## src/rtl/surfturf_cmd_pkg.sv

```systemverilog
// Shared register map, bit positions and address decode for the command queue.
package surfturf_cmd_pkg;

  localparam int unsigned ADR_W = 6;

  localparam logic [ADR_W-1:0] ADR_CTRL      = 6'h00;
  localparam logic [ADR_W-1:0] ADR_STATUS    = 6'h04;
  localparam logic [ADR_W-1:0] ADR_PUSH_BASE = 6'h10;

  localparam int unsigned CTRL_FLUSH_BIT = 0;
  localparam int unsigned CTRL_EN_LSB    = 8;
  localparam int unsigned ST_EMPTY_LSB   = 0;
  localparam int unsigned ST_FULL_LSB    = 8;
  localparam int unsigned ST_OVF_LSB     = 16;

  localparam int unsigned SEL_FLUSH   = 0;
  localparam int unsigned SEL_PUSH    = 0;
  localparam int unsigned SEL_EN      = 1;
  localparam int unsigned SEL_OVF_CLR = 2;

  typedef enum logic [1:0] {
    REG_CTRL,
    REG_STATUS,
    REG_PUSH,
    REG_NONE
  } reg_sel_e;

  typedef struct packed {
    reg_sel_e   sel;
    logic [3:0] ch;
  } reg_dec_t;

  // Word-aligned decode; push slots exist only for implemented channels.
  function automatic reg_dec_t decode(input logic [ADR_W-1:0] adr, input int unsigned num_ch);
    reg_dec_t d;
    logic [3:0] idx;
    idx   = adr[5:2] - 4'd4;
    d.ch  = idx;
    d.sel = REG_NONE;
    if (adr == ADR_CTRL) begin
      d.sel = REG_CTRL;
    end else if (adr == ADR_STATUS) begin
      d.sel = REG_STATUS;
    end else if (adr[1:0] == 2'b00 && adr[5:2] >= ADR_PUSH_BASE[5:2] && 32'(idx) < num_ch) begin
      d.sel = REG_PUSH;
    end
    return d;
  endfunction

endpackage

```

## src/rtl/surfturf_cmd_fifo.sv

```systemverilog
// First-word-fall-through FIFO; a pop frees a slot for a same-cycle push when full.
module surfturf_cmd_fifo #(
  parameter int unsigned DATA_BITS = 16,
  parameter int unsigned DEPTH     = 4
) (
  input  logic                 wb_clk_i,
  input  logic                 wb_rst_ni,
  input  logic                 clr,
  input  logic                 push,
  input  logic                 pop,
  input  logic [DATA_BITS-1:0] din,
  output logic [DATA_BITS-1:0] dout,
  output logic                 empty,
  output logic                 full
);

  localparam int unsigned AW = $clog2(DEPTH);
  localparam int unsigned CW = AW + 1;

  logic [DATA_BITS-1:0] mem_q [DEPTH];
  logic [AW-1:0]        wr_ptr_q;
  logic [AW-1:0]        rd_ptr_q;
  logic [CW-1:0]        cnt_q;
  logic                 do_push;
  logic                 do_pop;

  assign empty   = (cnt_q == '0);
  assign full    = (cnt_q == CW'(DEPTH));
  assign do_pop  = pop & ~empty;
  assign do_push = push & (~full | do_pop);
  assign dout    = mem_q[rd_ptr_q];

  // Pointers wrap naturally because DEPTH is a power of two.
  always_ff @(posedge wb_clk_i or negedge wb_rst_ni) begin
    if (!wb_rst_ni) begin
      wr_ptr_q <= '0;
      rd_ptr_q <= '0;
      cnt_q    <= '0;
    end else if (clr) begin
      wr_ptr_q <= '0;
      rd_ptr_q <= '0;
      cnt_q    <= '0;
    end else begin
      if (do_push) wr_ptr_q <= wr_ptr_q + AW'(1);
      if (do_pop)  rd_ptr_q <= rd_ptr_q + AW'(1);
      cnt_q <= cnt_q + CW'(do_push) - CW'(do_pop);
    end
  end

  always_ff @(posedge wb_clk_i) begin
    if (do_push && !clr) mem_q[wr_ptr_q] <= din;
  end

endmodule

```

## src/rtl/surfturf_cmd_queue.sv

```systemverilog
// WISHBONE-programmed bank of per-channel command FIFOs drained over AXI4-Stream.
module surfturf_cmd_queue
  import surfturf_cmd_pkg::*;
#(
  parameter int unsigned NUM_CH    = 4,
  parameter int unsigned DATA_BITS = 16,
  parameter int unsigned DEPTH     = 4
) (
  input  logic                        wb_clk_i,
  input  logic                        wb_rst_ni,
  input  logic                        wb_cyc_i,
  input  logic                        wb_stb_i,
  input  logic                        wb_we_i,
  input  logic [9:0]                  wb_adr_i,
  input  logic [31:0]                 wb_dat_i,
  input  logic [3:0]                  wb_sel_i,
  output logic [31:0]                 wb_dat_o,
  output logic                        wb_ack_o,
  output logic                        wb_err_o,
  output logic                        wb_rty_o,
  output logic [NUM_CH*DATA_BITS-1:0] cmd_tdata,
  output logic [NUM_CH-1:0]           cmd_tvalid,
  input  logic [NUM_CH-1:0]           cmd_tready
);

  logic                 ack_q;
  logic [31:0]          dat_q;
  logic [NUM_CH-1:0]    en_q;
  logic [NUM_CH-1:0]    ovf_q;
  logic [NUM_CH-1:0]    fifo_empty;
  logic [NUM_CH-1:0]    fifo_full;
  logic [DATA_BITS-1:0] fifo_dout [NUM_CH];
  logic [NUM_CH-1:0]    push;
  logic [NUM_CH-1:0]    pop;
  logic [NUM_CH-1:0]    valid;
  logic [NUM_CH-1:0]    ovf_set;
  logic [NUM_CH-1:0]    ovf_clr;
  logic [31:0]          rd_data;
  logic                 req;
  logic                 wr;
  logic                 flush;
  reg_dec_t             dec;
  logic                 unused_bits;

  assign unused_bits = ^{wb_adr_i[9:6], wb_dat_i, wb_sel_i[3]};

  assign dec   = decode(wb_adr_i[5:0], NUM_CH);
  assign req   = wb_cyc_i & wb_stb_i & ~ack_q;
  assign wr    = ack_q & wb_cyc_i & wb_stb_i & wb_we_i;
  assign flush = wr && (dec.sel == REG_CTRL) && wb_sel_i[SEL_FLUSH] && wb_dat_i[CTRL_FLUSH_BIT];

  assign valid   = ~fifo_empty & en_q;
  assign pop     = valid & cmd_tready;
  assign ovf_set = push & fifo_full & ~pop & {NUM_CH{~flush}};
  assign ovf_clr = (wr && dec.sel == REG_STATUS && wb_sel_i[SEL_OVF_CLR]) ?
                   wb_dat_i[ST_OVF_LSB +: NUM_CH] : '0;

  // Push strobe for the addressed channel, only on the ack cycle.
  always_comb begin
    push = '0;
    for (int k = 0; k < NUM_CH; k++) begin
      push[k] = wr && (dec.sel == REG_PUSH) && wb_sel_i[SEL_PUSH] && (dec.ch == 4'(k));
    end
  end

  always_comb begin
    rd_data = '0;
    case (dec.sel)
      REG_CTRL:   rd_data[CTRL_EN_LSB +: NUM_CH] = en_q;
      REG_STATUS: begin
        rd_data[ST_EMPTY_LSB +: NUM_CH] = fifo_empty;
        rd_data[ST_FULL_LSB  +: NUM_CH] = fifo_full;
        rd_data[ST_OVF_LSB   +: NUM_CH] = ovf_q;
      end
      default: ;
    endcase
  end

  // Read data is captured with the request so it is stable across the ack cycle.
  always_ff @(posedge wb_clk_i or negedge wb_rst_ni) begin
    if (!wb_rst_ni) begin
      ack_q <= 1'b0;
      dat_q <= '0;
      en_q  <= '1;
      ovf_q <= '0;
    end else begin
      ack_q <= req;
      dat_q <= (req && !wb_we_i) ? rd_data : '0;
      if (wr && dec.sel == REG_CTRL && wb_sel_i[SEL_EN]) begin
        en_q <= wb_dat_i[CTRL_EN_LSB +: NUM_CH];
      end
      ovf_q <= ovf_set | (ovf_q & ~ovf_clr);
    end
  end

  for (genvar k = 0; k < NUM_CH; k++) begin : g_ch
    surfturf_cmd_fifo #(
      .DATA_BITS (DATA_BITS),
      .DEPTH     (DEPTH)
    ) u_fifo (
      .wb_clk_i  (wb_clk_i),
      .wb_rst_ni (wb_rst_ni),
      .clr       (flush),
      .push      (push[k]),
      .pop       (pop[k]),
      .din       (wb_dat_i[DATA_BITS-1:0]),
      .dout      (fifo_dout[k]),
      .empty     (fifo_empty[k]),
      .full      (fifo_full[k])
    );
    assign cmd_tdata[k*DATA_BITS +: DATA_BITS] = valid[k] ? fifo_dout[k] : '0;
  end

  assign cmd_tvalid = valid;
  assign wb_ack_o   = ack_q & wb_cyc_i;
  assign wb_dat_o   = dat_q;
  assign wb_err_o   = 1'b0;
  assign wb_rty_o   = 1'b0;

endmodule
```

## config.mk

```make
export PLATFORM = sky130hd
export DESIGN_NAME = surfturf_cmd_queue
export DESIGN_NICKNAME = d
export VERILOG_FILES = /design/src/rtl/surfturf_cmd_pkg.sv /design/src/rtl/surfturf_cmd_fifo.sv /design/src/rtl/surfturf_cmd_queue.sv
export SDC_FILE = /design/constraint.sdc
export NUM_CORES = 1
export LEC_CHECK = 0
export ABC_AREA = 1
export CORE_ASPECT_RATIO = 0.75
export CORE_UTILIZATION = 65
export DETAILED_ROUTE_END_ITERATION = 10
export DONT_BUFFER_PORTS = 1
export HOLD_SLACK_MARGIN = 0.05
export MAX_ROUTING_LAYER = met4
export PLACE_DENSITY = 0.81
export SYNTH_ARGS = -nofsm -noshare
export SYNTH_HDL_FRONTEND = slang
export SYNTH_SLANG_ARGS = --single-unit
```

## constraint.sdc

```tcl
create_clock -name wb_clk_i -period 4.75 [get_ports wb_clk_i]
set_input_delay 0.7125 -clock wb_clk_i [delete_from_list [all_inputs] [get_ports wb_clk_i]]
set_output_delay 0.7125 -clock wb_clk_i [all_outputs]
set_load 0.02 [all_outputs]
```

==> summary.txt <==
Job
  – MaxCap Viol Count: 0

Power
  – Combinational fraction of design power: 0.306
  – Internal power: 5070 µW
  – Peak supply drop: 0.446 mV
  – Total power: approximately 8100 µW
  – Flop pwr share: 0.398
  – Switching part of the total: 0.374
  – NetSw: 3020 µW
  – Power Dens Cells: 577 mW/mm²
  – Clock share of power: 0.296
  – Leakage: 0.00520 µW

Layout
  – Commonest non-fill, non-tap cell in the layout: nor2_1
  – Final #Nets: 1,198
  – Share of layout cells above drive strength 1: 0.0783
  – Most frequent cells in the layout: 306 x nor2_1, 256 x edfxtp_1, 128 x o21ai_0, 75 x a21oi_1, 74 x inv_1
  – Area Growth Syn to Fin: 9.27%
  – Fin cells: 1,392
  – Filler instances: 1,250

CTS
  – Sink Count: 305
  – CTS buffer count: 28
  – H-tree levels: 1
  – Clk buf depth: 3
  – Skew-Pair Late Insertion Delay: ~530 ps
  – Clock Tree Root: clkbuf_16
  – Setup Buffers After CTS: 0
  – TritonCTS clock tree: yes
  – Clk pin slew, worst setup/hold paths: roughly 70 ps

Worst hold path
  – Path type of the worst min-delay path: input pin to register
  – Hold path cells: 0
  – HP Start: wb_dat_i[2]
  – Hold Path End: g_ch[3].u_fifo.mem_q[3][2]

Detailed routing
  – ANT nets after route: 0
  – Initial DRT Pass Iterations: 5
  – Drc violations: 0
  – Via count: 8,024
  – Drt initial violations: a little under 900
  – Drt wl/cell: 19.4 µm
  – Vias per inst: 5.76
  – Final wirelength: between 20,000 and 30,000 µm

Status
  – Outcome: finished, final reports clean

Critical path
  – Crit path cell chain: clkinv_1, nor2_1, o21ai_0, a21oi_1
  – Kind of critical path: register to output port
  – Worst setup SP type: register
  – Crit path arrival time: approximately 3000 ps
  – Crit-path max FO: 18
  – Worst r2r dst: g_ch[0].u_fifo.mem_q[3][4]
  – Crit path max-delay family: flip-flops
  – Worst R2R Start: ack_q
  – Worst R2R Path Depth: 7
  – Crit-path slowest cell: dfrtp_1
  – Worst path required time: 4040 ps
  – Critical path capture point type: output port
  – Crit path buf inv count: 1
  – Crit path largest cell delay: ~790 ps
  – FF-to-FF setup slack: 1980 ps

Floorplanning
  – Initial Utilization: 0.664
  – Total die area: approximately 0.02 mm²
  – Die Y: 124 µm
  – Core Footprint: 0.0193 mm²
  – Site Rows: 44
  – Die width: 164 µm
  – Ports: about 160

STA
  – Skew final: 9.73 ps
  – Slew @ Worst Pin: 1150 ps
  – Worst Hold Slack: approximately 270 ps
  – Slew HR: 0.233
  – RSZ-0062 raised after global routing: false
  – Slew Limit Fails: 0
  – # setup viols final: 0
  – Shortest period the worst path allows: roughly 3700 ps
  – Fin Setup TNS: 0 ps
  – Final Hold Vio Count: 0
  – Setup WS post-layout: 1020 ps
  – F_max: 268 MHz
  – Final period utilization: 0.786

Synthesis
  – Seq cells post-synth: 305
  – YS warnings: 0
  – Mapped Area: around 0.013 mm²
  – Netlist cell types: 35
  – Synth Area per Inst: approximately 12 µm²
  – Cells after synthesis: 1,115
  – Register area share after synthesis: 0.695

GRT
  – GRT Total Usage: 0.279
  – Vias in the first global route: 7,835
  – Antenna violations before repair: 0
  – Remaining global-route overflow: 0
  – Global-route wire length before repair: 40,500 µm
  – Largest net degree at the start of global routing: 50

Place
  – Final Wtd Congestion: 0.823
  – Place WS: about 1600 ps
  – Post-DP HPWL: 15,900 µm
  – Cell count after placement: 1,336
  – IO buf count: 0
-- power groups by stage --
stage          Clock (µW)  Sequential [µW]  Combinational (µW)
4_1_cts              2410             3210                2480
3_5_place_dp            0             3270                2440
3_3_place_gp            0             3260                2360
6_report             2400             3220                2470
2_1_floorplan           0             3100                2160
5_1_grt              2510             3240                2750
-- flip-flops by register name, summed over array words and instances, names as in the netlist --
name	cells
ovf_q	4
en_q	4
wb_dat_o	12
g_ch.u_fifo.cnt_q	12
ack_q	1
g_ch.u_fifo.rd_ptr_q	8
g_ch.u_fifo.mem_q	256
g_ch.u_fifo.wr_ptr_q	8
-- worst register-to-register path, stage by stage, from the launching register on --
cell and delay [ps]:
dfrtp_1 380, nand2_2 90, nor2_4 190, nand2_2 100, nor2_4 320, nand3_1 320
nor2_1 760, buf_4 320
-- final cells by class --
cell class,instances,area [µm²],share of cell area
Timing Repair Buffer,19,165,0.0118
Tap cell,253,317,0.0226
Clock buffer,36,792,0.0565
Sequential cell,305,8920,0.636
Antenna cell,2,5.00,0.000357
Clock inverter,16,211,0.0151
Inverter,81,304,0.0217
Multi-Input combinational cell,680,3310,0.236
-- how the worst max path moves through the flow --
| stage | start | endpoint | slack [ps] | cells after the start |
|---|---|---|---|---|
| after CTS | g_ch[3].u_fifo.rd_ptr_q[1] | cmd_tdata[55] | 1050 | 4 |
| after floorplan | wb_adr_i[1] | g_ch[3].u_fifo.mem_q[0][0] | 2260 | 6 |
| after global placement | g_ch[1].u_fifo.rd_ptr_q[0] | cmd_tdata[18] | 1670 | 3 |
| after global routing | g_ch[1].u_fifo.rd_ptr_q[0] | cmd_tdata[31] | 790 | 3 |
| final | g_ch[3].u_fifo.rd_ptr_q[1] | cmd_tdata[55] | 1020 | 4 |
| after detailed placement | g_ch[3].u_fifo.rd_ptr_q[1] | cmd_tdata[55] | 1590 | 4 |
-- timing repair --
item	4_1_cts	5_1_grt
resized for setup	0	0
hold buffers	2	0
endpoints found under the hold margin	49	0
-- kinds of logic (layout without fill, tap and decap cells) --
kind of cell	count (synthesis)	in the layout	share of synthesized area
AOI/OAI and AO/OA	208	208	0.0819
DFF	305	305	0.695
buffers and inverters	151	152	0.0536
xor gates and xnor gates	8	8	0.00546
and+or+nand+nor	414	414	0.134
adders and majority gates	28	28	0.0296
other	1	24	0.000292
-- per-stage QoR --
step / cell area [µm²] / utilization
after floorplan: 12900 / -
final: 14000 / 0.726
after CTS: 14000 / 0.726
after global placement: 13000 / 0.672
after detailed placement: 13000 / 0.672
after global routing: 14000 / 0.726
-- metal layers --
layer	track usage	wire length [µm]
met1	0.357	11000
met4	0.116	998
met5	-	0
met3	0.0576	2350
met2	0.441	12600
-- Yosys cell counts (all sizes together) --
cell type / instances / share of area
nor2: 312 / 0.093
conb: 1 / 0.00029
o211ai: 4 / 0.0023
buf: 50 / 0.024
ha: 24 / 0.023
inv: 77 / 0.023
xor2: 4 / 0.0027
dfstp: 4 / 0.0082
nand3: 24 / 0.011
nor3b: 4 / 0.0023
clkbuf: 20 / 0.0058
dfrtp: 45 / 0.088
xnor2: 4 / 0.0027
nand3b: 3 / 0.0018
nand4: 8 / 0.0039
and2: 2 / 0.0014
clkinv: 4 / 0.0012
nand2: 52 / 0.016
fa: 4 / 0.0062
a21oi: 75 / 0.029
nor3: 8 / 0.0043
and3: 1 / 0.00049
o21ai: 129 / 0.050
edfxtp: 256 / 0.60
(Power assumes the default switching activity.)
